<file path="config.mk">
export PLATFORM = sky130hd
export DESIGN_NAME = barrel_shift_ctrl
export DESIGN_NICKNAME = d
export VERILOG_FILES = /design/src/rtl/barrel_shift_ctrl.sv
export SDC_FILE = /design/constraint.sdc
export NUM_CORES = 1
export LEC_CHECK = 0
export BUFFER_PORTS_ARGS = -buffer_cell sky130_fd_sc_hd__clkbuf_2
export CAP_MARGIN = 5
export CORE_ASPECT_RATIO = 1.2
export CORE_MARGIN = 3
export CORE_UTILIZATION = 54
export DETAILED_ROUTE_END_ITERATION = 16
export PLACE_DENSITY = 0.76
export SYNTH_ARGS = -nofsm -noshare
export SYNTH_HDL_FRONTEND = slang
export SYNTH_SLANG_ARGS = --single-unit
export TNS_END_PERCENT = 5
</file>
<file path="constraint.sdc">
create_clock -name i_clk -period 2.8 [get_ports i_clk]
set_input_delay 0 -clock i_clk [delete_from_list [all_inputs] [get_ports i_clk]]
set_output_delay 0 -clock i_clk [all_outputs]
set_load 0.005 [all_outputs]
</file>
<file path="src/rtl/barrel_shift_ctrl.sv">
// Streaming rotate engine: a DEPTH-entry command FIFO feeding a combinational
// rotator, with the result held in a valid/ready output register.
module barrel_shift_ctrl #(
    parameter int BIT   = 8,
    parameter int DEPTH = 4
) (
    input  logic                       i_clk,
    input  logic                       i_rst,
    input  logic                       i_valid,
    output logic                       o_ready,
    input  logic [BIT-1:0]             i_data,
    input  logic                       i_sel_left,
    input  logic [$clog2(BIT)-1:0]     i_shifter,
    output logic                       o_valid,
    input  logic                       i_ready,
    output logic [BIT-1:0]             o_data,
    output logic [$clog2(DEPTH):0]     o_count,
    output logic                       o_full,
    output logic                       o_empty
);

    localparam int SW = $clog2(BIT);
    localparam int PW = $clog2(DEPTH);
    localparam int CW = PW + 1;
    localparam logic [CW-1:0] FULL_CNT = CW'(DEPTH);
    localparam logic [SW:0]   BIT_W    = (SW + 1)'(BIT);

    logic [BIT-1:0] r_mem_data [DEPTH];
    logic           r_mem_left [DEPTH];
    logic [SW-1:0]  r_mem_amt  [DEPTH];

    logic [PW-1:0]  r_wr_ptr;
    logic [PW-1:0]  r_rd_ptr;
    logic [CW-1:0]  r_count;
    logic           r_valid;
    logic [BIT-1:0] r_data;

    logic           w_push;
    logic           w_load;
    logic [BIT-1:0] w_head;
    logic           w_left;
    logic [SW-1:0]  w_amt;
    logic [SW:0]    w_inv;
    logic [BIT-1:0] w_rot_l;
    logic [BIT-1:0] w_rot_r;
    logic [BIT-1:0] w_rot;

    assign o_full  = (r_count == FULL_CNT);
    assign o_empty = (r_count == '0);
    assign o_ready = !o_full;
    assign o_count = r_count;
    assign o_valid = r_valid;
    assign o_data  = r_data;

    // Full refuses pushes even when a pop happens in the same cycle.
    assign w_push = i_valid && o_ready;
    assign w_load = !o_empty && (!r_valid || i_ready);

    assign w_head = r_mem_data[r_rd_ptr];
    assign w_left = r_mem_left[r_rd_ptr];
    assign w_amt  = r_mem_amt[r_rd_ptr];

    // Shifting by BIT (k = 0) yields zero, so the OR leaves the data unchanged.
    assign w_inv   = BIT_W - {1'b0, w_amt};
    assign w_rot_l = (w_head << w_amt) | (w_head >> w_inv);
    assign w_rot_r = (w_head >> w_amt) | (w_head << w_inv);
    assign w_rot   = w_left ? w_rot_l : w_rot_r;

    always_ff @(posedge i_clk) begin
        if (w_push) begin
            r_mem_data[r_wr_ptr] <= i_data;
            r_mem_left[r_wr_ptr] <= i_sel_left;
            r_mem_amt[r_wr_ptr]  <= i_shifter;
        end
    end

    always_ff @(posedge i_clk) begin
        if (i_rst) begin
            r_wr_ptr <= '0;
            r_rd_ptr <= '0;
            r_count  <= '0;
            r_valid  <= 1'b0;
            r_data   <= '0;
        end else begin
            if (w_push) begin
                r_wr_ptr <= r_wr_ptr + PW'(1);
            end

            if (w_load) begin
                r_data   <= w_rot;
                r_valid  <= 1'b1;
                r_rd_ptr <= r_rd_ptr + PW'(1);
            end else if (r_valid && i_ready) begin
                r_valid <= 1'b0;
            end

            case ({w_push, w_load})
                2'b10:   r_count <= r_count + CW'(1);
                2'b01:   r_count <= r_count - CW'(1);
                default: r_count <= r_count;
            endcase
        end
    end

endmodule

</file>
Word-level counts from Yosys, hierarchy flattened
Memory sizes are Yosys's and may differ from the RTL's. A register that Yosys moved wholly into a read port is not among the register bits.
Cells that the tools add are included.
- bits in registers: 16
- bits in writable memories: 48
- word-level logic and storage cells: 44
- memories: 3
- memory list (name ; words ; width ; read ports ; clocked after Yosys merged registers in ; wr ports ; line ; text):
    r_mem_data ; 4 ; 8 ; 1 ; 1 ; 1 ; 28 ; logic [BIT-1:0] r_mem_data [DEPTH];
    r_mem_amt ; 4 ; 3 ; 1 ; 1 ; 1 ; 30 ; logic [SW-1:0] r_mem_amt [DEPTH];
    r_mem_left ; 4 ; 1 ; 1 ; 1 ; 1 ; 29 ; logic r_mem_left [DEPTH];
- add/sub/neg operators: 5
- equal/unequal tests: 3
- shift operators: 4
- mux-type cells: 12
- bitwise logic cells: 2
- reductions and logical operators: 10
- operator list (operator ; number):
    OR 8 bit ; 2
    two-way mux 2 bit ; 6
    two-way mux 8 bit ; 1
    << shifter 8 x 3 -> 8 bit ; 1
    << shifter 8 x 4 -> 8 bit ; 1
    right shift 8 x 3 -> 8 bit ; 1
    right shift 8 x 4 -> 8 bit ; 1
    one-hot mux 3 bit (2 select lines) ; 1
    adder 2 x 1 -> 2 bit, second input constant ; 2
    two-way mux 1 bit ; 4
    nonzero test 2 bit ; 2
    subtractor 4 x 3 -> 4 bit, first input constant ; 1
    adder 3 x 1 -> 3 bit, second input constant ; 1
    == test 3 bit, second input constant ; 1
    logical AND 1 bit ; 3
    zero test 1 bit ; 3
    zero test 3 bit ; 1
    subtractor 3 x 1 -> 3 bit, second input constant ; 1
    == test 2 x 1 -> 1 bit, second input constant ; 1
    == test 2 bit, second input constant ; 1
    logical OR 1 bit ; 1

Longest topological paths before layout
Gate-level depths: netlist of run 1.
- depth after elaboration: 5
- depth in mapped cells: 12
- mapped depth without buffers: 9

Worst setup path before layout of run 1
No wires, ideal clock.
- path type: register to register
- start point: register with a tool-made name
- end point: register r_data[0], in the netlist o_data[0]
- library setup time: 0.117 ns
- arrival time: 2.966 ns
- path slack: -0.284 ns
- cell stages (with the launch flop): 13
- clock period less this slack: 3.084 ns
- cells stage by stage: dfxtp_1 > buf_6 > mux4_2 > buf_6 > inv_1 > buf_2 > ha_1 > clkbuf_1 > xnor2_1 > mux2_2 > a21oi_1 > o221ai_1 > a32o_1
- RTL lines (what ; line ; text):
    end signal: assignment ; 90 ; r_data <= w_rot;
    end: declaration ; 36 ; logic [BIT-1:0] r_data;

==> results of run 1 <==
cell usage in the layout, fill, tap and decap left out, types with 9 or more instances in the layout:
master         Yosys  routed
o21ai_0            9       9
clkbuf_2           0      30
a21oi_1           12      12
edfxtp_1          48      48
a211oi_1          13      13
nor2_1            21      21
inv_1             10       9
nand2_1           22      22
dfxtp_1           18      18
dlygate4sd3_1      0      15
clkbuf_8           0       9
mux2i_1           25      25
buf_4              0      15
nand2b_1           9       9
mux4_2            13      13
what timing repair did:
item | 4_1_cts | 5_1_grt
setup endpoints to repair | 0 | 1
hold buffers | 15 | 0
setup buffers | 0 | 2
endpoints found under the hold margin | 55 | 0
flip-flops by register name (all words and copies together), names as in the netlist, named ones only:
| name | count |
|---|---|
| r_wr_ptr | 2 |
| r_rd_ptr | 2 |
| o_count | 3 |
| o_valid | 1 |
| o_data | 8 |
| r_mem_data | 32 |
| r_mem_left | 4 |
| r_mem_amt | 12 |
layer usage:
layer / global-route usage [%] / vias to the layer above
met5: 0 / -
li1: - / 1244
met2: 39.9 / 90
met4: 13.1 / 0
met3: 5.43 / 28
met1: 26.8 / 1246
per-stage QoR:
stage | power, uW | setup WS (ns) | area (um^2) | hold slack (ns) | utilization [%]
finish | 4780 | 0.200 | 4200 | 0.148 | 64.7
global route | 5090 | 0.00978 | 4200 | 0.147 | 64.7
CTS | 4710 | 0.197 | 4180 | 0.132 | 64.5
detailed placement | 4000 | 0.214 | 3870 | 0.221 | 59.7
global placement | 3980 | 0.283 | 3870 | 0.216 | 59.7
floorplan | 3410 | 0.00678 | 3670 | 0.0989 | -
layout make-up:
class | instances | area (um^2) | share of cell area, %
flip-flops and latches | 66 | 1800 | 42.9
multi-input cells | 202 | 1680 | 39.9
repair buffers | 60 | 413 | 9.84
clock buffers | 11 | 131 | 3.13
well taps | 85 | 106 | 2.53
inverters | 10 | 37.5 | 0.894
clock inverters | 5 | 31.3 | 0.745
final timing paths:
path / slack (ns) / start / depth (start not counted) / endpoint
max: 0.20 / register / 9 / o_data[6]
min reg2reg: 0.47 / o_data[2] / 2 / o_data[2]
min: 0.15 / i_valid / 4 / r_wr_ptr[1]
max reg2reg: 0.20 / register / 9 / o_data[6]
logic make-up after synthesis:
kind of cell / Yosys count
adder cells (fa/ha/maj): 7
flip-flops: 66
buffers and inverters: 31
AND/OR/NAND/NOR: 79
XOR/XNOR: 6
multiplexers: 50
AO/OA/AOI/OAI: 60
critical path, cell delays in order (launching register included):
cell,delay (ns)
dfxtp_1,0.46
mux4_2,0.56
inv_1,0.13
ha_1,0.23
buf_4,0.17
mux2i_4,0.27
buf_4,0.19
nor3_1,0.05
a211oi_1,0.33
o31ai_1,0.10
power breakdown:
part / leakage (uW) / internal, uW / switching (uW)
combinational: 0.000915 / 1210 / 1590
sequential: 0.000589 / 1210 / 92.3
clock: 0.0000831 / 319 / 361
total: 0.00159 / 2740 / 2050
==> impl_metrics.env, run 1 <==
export IMPL_dieArea_mm2=0.00776
export IMPL_p_leak_uw=0.00159
export IMPL_ys_flop_type="edfxtp_1"
export IMPL_max_freq_mhz=385
export IMPL_synth_warnings=0
export IMPL_ant_nets=0
export IMPL_crit_fanout=7
export IMPL_synth_top_area_share_pct=39.6
export IMPL_synthMuxAreaShare_pct=20.2
export IMPL_initial_core_util_pct=56.1
export IMPL_yosys_top_cells_count="edfxtp_1, mux2i_1, nand2_1"
export IMPL_path_class="register to register"
export IMPL_synth_most_common_cell="edfxtp_1"
export IMPL_clock_latency_ns=0.33
export IMPL_num_nets_final=372
export IMPL_die_x_um=80.9
export IMPL_finalCritPeriodShare_pct=92.9
export IMPL_cts_buffer_depth=2
export IMPL_worst_slew_pin_slew_ns=0.625
export IMPL_cp_required_ns=3.02
export IMPL_synth_compound_area_share_pct=11.2
export IMPL_wl_per_cell_um=18.9
export IMPL_instances_no_fill=439
export IMPL_grt_pass1_wl_mm=13.2
export IMPL_nFillCells=506
export IMPL_core_mm2=0.00649
export IMPL_maxCapViolCount=0
export IMPL_ys_top_cells_by_area="edfxtp_1, dfxtp_1, mux4_2, mux2i_1, a211oi_1"
export IMPL_period_needed_ns=2.60
export IMPL_drive_gt1_share_pct=24.0
export IMPL_crit_path_end_kind="register"
export IMPL_dpl_cell_count=406
export IMPL_first_iter_violations=312
export IMPL_met1Wirelength_mm=3.31
export IMPL_vias=2608
export IMPL_ys_seq_area_share_pct=49.5
export IMPL_powerDensity_mw_per_mm2=1140
export IMPL_synth_top_family_by_area="multiplexers"
export IMPL_cp_start_kind="register"
export IMPL_gp_congestion=0.948
export IMPL_final_hold_viol_count=0
export IMPL_detailed_place_hpwl_mm=5.75
export IMPL_synth_nets=322
export IMPL_async_reset_ff_share_pct=0
export IMPL_synth_simple_gate_area_share_pct=10.4
export IMPL_top_layer_used="met4"
export IMPL_hp_class="primary input to register"
export IMPL_ys_seq_elements=66
export IMPL_yosys_area_share_adder_pct=2.61
export IMPL_synth_area_per_cell_um2=12.2
export IMPL_antenna_found_initial=0
export IMPL_numCtsBuffers=9
export IMPL_n_antenna_cell=0
export IMPL_cts_root_buf="clkbuf_8"
export IMPL_status="finished clean"
export IMPL_wl_mm=8.30
export IMPL_pin_count=31
export IMPL_h_tree_depth=3
export IMPL_synth_xor_area_share_pct=1.44
export IMPL_drcViolationCount=0
export IMPL_clock_sinks=66
export IMPL_first_pass_iters=4
export IMPL_dr_wl_met3_um=422
export IMPL_areaGrowthSynthToFinish_pct=15.4
export IMPL_port_buffers=30
export IMPL_via_per_inst=5.94
export IMPL_grt_overflow_total=0
export IMPL_setup_viol=0
export IMPL_tns_ns=0
export IMPL_grt_max_degree=31
export IMPL_rows=32
export IMPL_max_vdd_ir_drop_mv=0.542
export IMPL_slew_viol_final=0
export IMPL_crit_arrival_ns=2.82
export IMPL_clock_skew_ns=0.00435
export IMPL_syn_instance_count=299
export IMPL_synth_largest_area_cell="edfxtp_1"
export IMPL_cts_resized_gates=0
export IMPL_slew_limit_headroom_pct=58.3
export IMPL_wl_met2_mm=4.27
export IMPL_die_h_um=95.9
export IMPL_cts_tree="built"
export IMPL_synth_enable_flop_cells=48
export IMPL_ys_types=48
export IMPL_grt_pass1_vias=2737
export IMPL_track_usage_pct=23.4
export IMPL_clk_pin_slew_ns=0.07
export IMPL_rsz0062_at_grt="no"
export IMPL_synth_cell_area_mm2=0.00364
Power figures use the tool's default switching activity.
==> inputs of run 2 (changes only) <==
--- a/config.mk
+++ b/config.mk
@@ -9,9 +9,9 @@
 export CAP_MARGIN = 5
 export CORE_ASPECT_RATIO = 1.2
 export CORE_MARGIN = 3
-export CORE_UTILIZATION = 54
+export CORE_UTILIZATION = 50
 export DETAILED_ROUTE_END_ITERATION = 16
-export PLACE_DENSITY = 0.76
+export PLACE_DENSITY = 0.71
 export SYNTH_ARGS = -nofsm -noshare
 export SYNTH_HDL_FRONTEND = slang
 export SYNTH_SLANG_ARGS = --single-unit
==> run 2 against run 1 <==
Worst setup slack improved by 0.0094 ns. Via count shrank 0.58%. Sequential power about the same. Largest power group unchanged. Register-to-register slack is essentially flat. Sequential share of layout area shrank 0.48 points. Global-route usage down 3.1 points. Clock skew is 0.012 ns higher. Critical path type unchanged. Count of clock-buffer cells in the layout fell by 1. Largest cell class unchanged. Total power up 4.6%. Critical path depth shrank 1. Fmax up 0.36%.
==> impl_metrics.env, run 2 (synthesis gave the netlist of run 1 again) <==
export IMPL_cp_cell_sequence="mux4_2 > inv_1 > ha_2 > xnor2_2 > mux2_2 > a21oi_1 > o221ai_1 > a32o_1"
export IMPL_crit_arrival_ns=2.82
export IMPL_max_freq_mhz=386
export IMPL_h_tree_depth=3
export IMPL_cts_tree="built"
export IMPL_period_needed_ns=2.59
export IMPL_crit_path_end_kind="register"
export IMPL_die_x_um=83.9
export IMPL_max_stage_delay_ns=0.54
export IMPL_areaGrowthSynthToFinish_pct=16.7
export IMPL_core_mm2=0.00694
export IMPL_pin_count=31
export IMPL_rsz0062_at_grt="no"
export IMPL_crit_fanout=5
export IMPL_track_usage_pct=20.2
export IMPL_clock_sinks=66
export IMPL_first_iter_violations=234
export IMPL_vias=2593
export IMPL_grt_pass1_wl_mm=13.1
export IMPL_port_buffers=30
export IMPL_hp_class="primary input to register"
export IMPL_via_per_inst=5.95
export IMPL_antenna_found_initial=0
export IMPL_largest_register_ffs=32
export IMPL_first_pass_iters=5
export IMPL_wl_mm=7.94
export IMPL_tns_ns=0
export IMPL_crit_family="multiplexers"
export IMPL_grt_max_degree=31
export IMPL_worst_slew_pin_slew_ns=0.655
export IMPL_final_cell_mix="edfxtp_1, clkbuf_2, mux2i_1"
export IMPL_maxCapViolCount=0
export IMPL_slew_viol_final=0
export IMPL_setup_viol=0
export IMPL_cts_buffer_depth=2
export IMPL_cts_setup_buffers=0
export IMPL_cp_start_kind="register"
export IMPL_detailed_place_hpwl_mm=5.54
export IMPL_status="finished clean"
export IMPL_finalCritPeriodShare_pct=92.5
export IMPL_gp_congestion=0.934
export IMPL_top_register="r_mem_data"
export IMPL_cp_required_ns=3.03
export IMPL_p_leak_uw=0.00159
export IMPL_clk_pin_slew_ns=0.08
export IMPL_final_hold_viol_count=0
export IMPL_grt_pass1_vias=2473
export IMPL_initial_core_util_pct=52.4
export IMPL_cp_num_buf_inv=1
export IMPL_wl_per_cell_um=18.2
export IMPL_slowest_stage="mux4_2"
export IMPL_grt_overflow_total=0
export IMPL_numCtsBuffers=9
export IMPL_nFillCells=546
export IMPL_max_vdd_ir_drop_mv=0.716
export IMPL_die_h_um=99.4
export IMPL_n_antenna_cell=0
export IMPL_clock_latency_ns=0.33
export IMPL_final_common_cell="edfxtp_1"
export IMPL_ant_nets=0
export IMPL_clock_skew_ns=0.0163
export IMPL_drive_gt1_share_pct=23.5
export IMPL_num_nets_final=367
export IMPL_drcViolationCount=0
export IMPL_slew_limit_headroom_pct=56.0
export IMPL_cts_root_buf="clkbuf_8"
export IMPL_dieArea_mm2=0.00834
export IMPL_path_class="register to register"
export IMPL_rows=33
export IMPL_powerDensity_mw_per_mm2=1180
export IMPL_power_uw=5010
==> run 2: report_power, final <==
group / total [uW] / leakage, uW / internal (uW) / switching [uW]
clock: 973 / 0.000117 / 597 / 376
sequential: 1290 / 0.000589 / 1210 / 81.4
combinational: 2740 / 0.000888 / 1160 / 1580
==> run 2: path summary, 6_finish.rpt <==
path                               endpoint  slack, ns  cells past startpoint  startpoint
worst max-delay path              o_data[0]       0.21                      8    register
worst min-delay path            r_wr_ptr[1]       0.11                      4     i_valid
worst max register to register    o_data[0]       0.21                      8    register
worst min register to register    o_data[2]       0.46                      2   o_data[2]
==> run 2: area by class of cell <==
type                            instances  area, um^2  share of cell area, %
Multi-Input combinational cell        202        1680                   39.6
Tap cell                               87         109                   2.56
Inverter                               10        37.5                  0.884
Clock inverter                          6         115                   2.71
Clock buffer                           10         128                   3.01
Timing Repair Buffer                   55         375                   8.84
Sequential cell                        66        1800                   42.4
==> run 2: routing by layer <==
metal,share of wire [%],wire [um],global-route usage (%)
met1,42,3320,25.9
met2,51,4050,34.0
met3,4.6,366,4.23
met4,2.6,203,7.43
met5,0,0,0
==> run 2: worst register-to-register path, cell delays in order (launching register included) <==
cell and delay [ns]:
dfxtp_1 0.42, mux4_2 0.54, inv_1 0.13, ha_2 0.29, xnor2_2 0.18, mux2_2 0.38, a21oi_1 0.15, o221ai_1 0.12
a32o_1 0.28
==> run 2: per-stage QoR <==
step / instances / instance area, um^2 / worst slack, ns / utilization [%] / hold WS [ns]
after detailed placement: 405 / 3850 / 0.119 / 55.5 / 0.222
final: 436 / 4250 / 0.209 / 61.2 / 0.114
after CTS: 436 / 4240 / 0.118 / 61.2 / 0.0975
after global routing: 436 / 4250 / 0.0426 / 61.2 / 0.120
after global placement: 405 / 3850 / 0.177 / 55.5 / 0.216
after floorplan: 299 / 3670 / 0.00678 / - / 0.0989
==> run 2: repair_timing <==
| item | in CTS | in global routing |
|---|---|---|
| setup endpoints to repair | 0 | 5 |
| hold buffers | 15 | 0 |
| gates resized for setup | 0 | 2 |
| endpoints found under the hold margin | 54 | 0 |
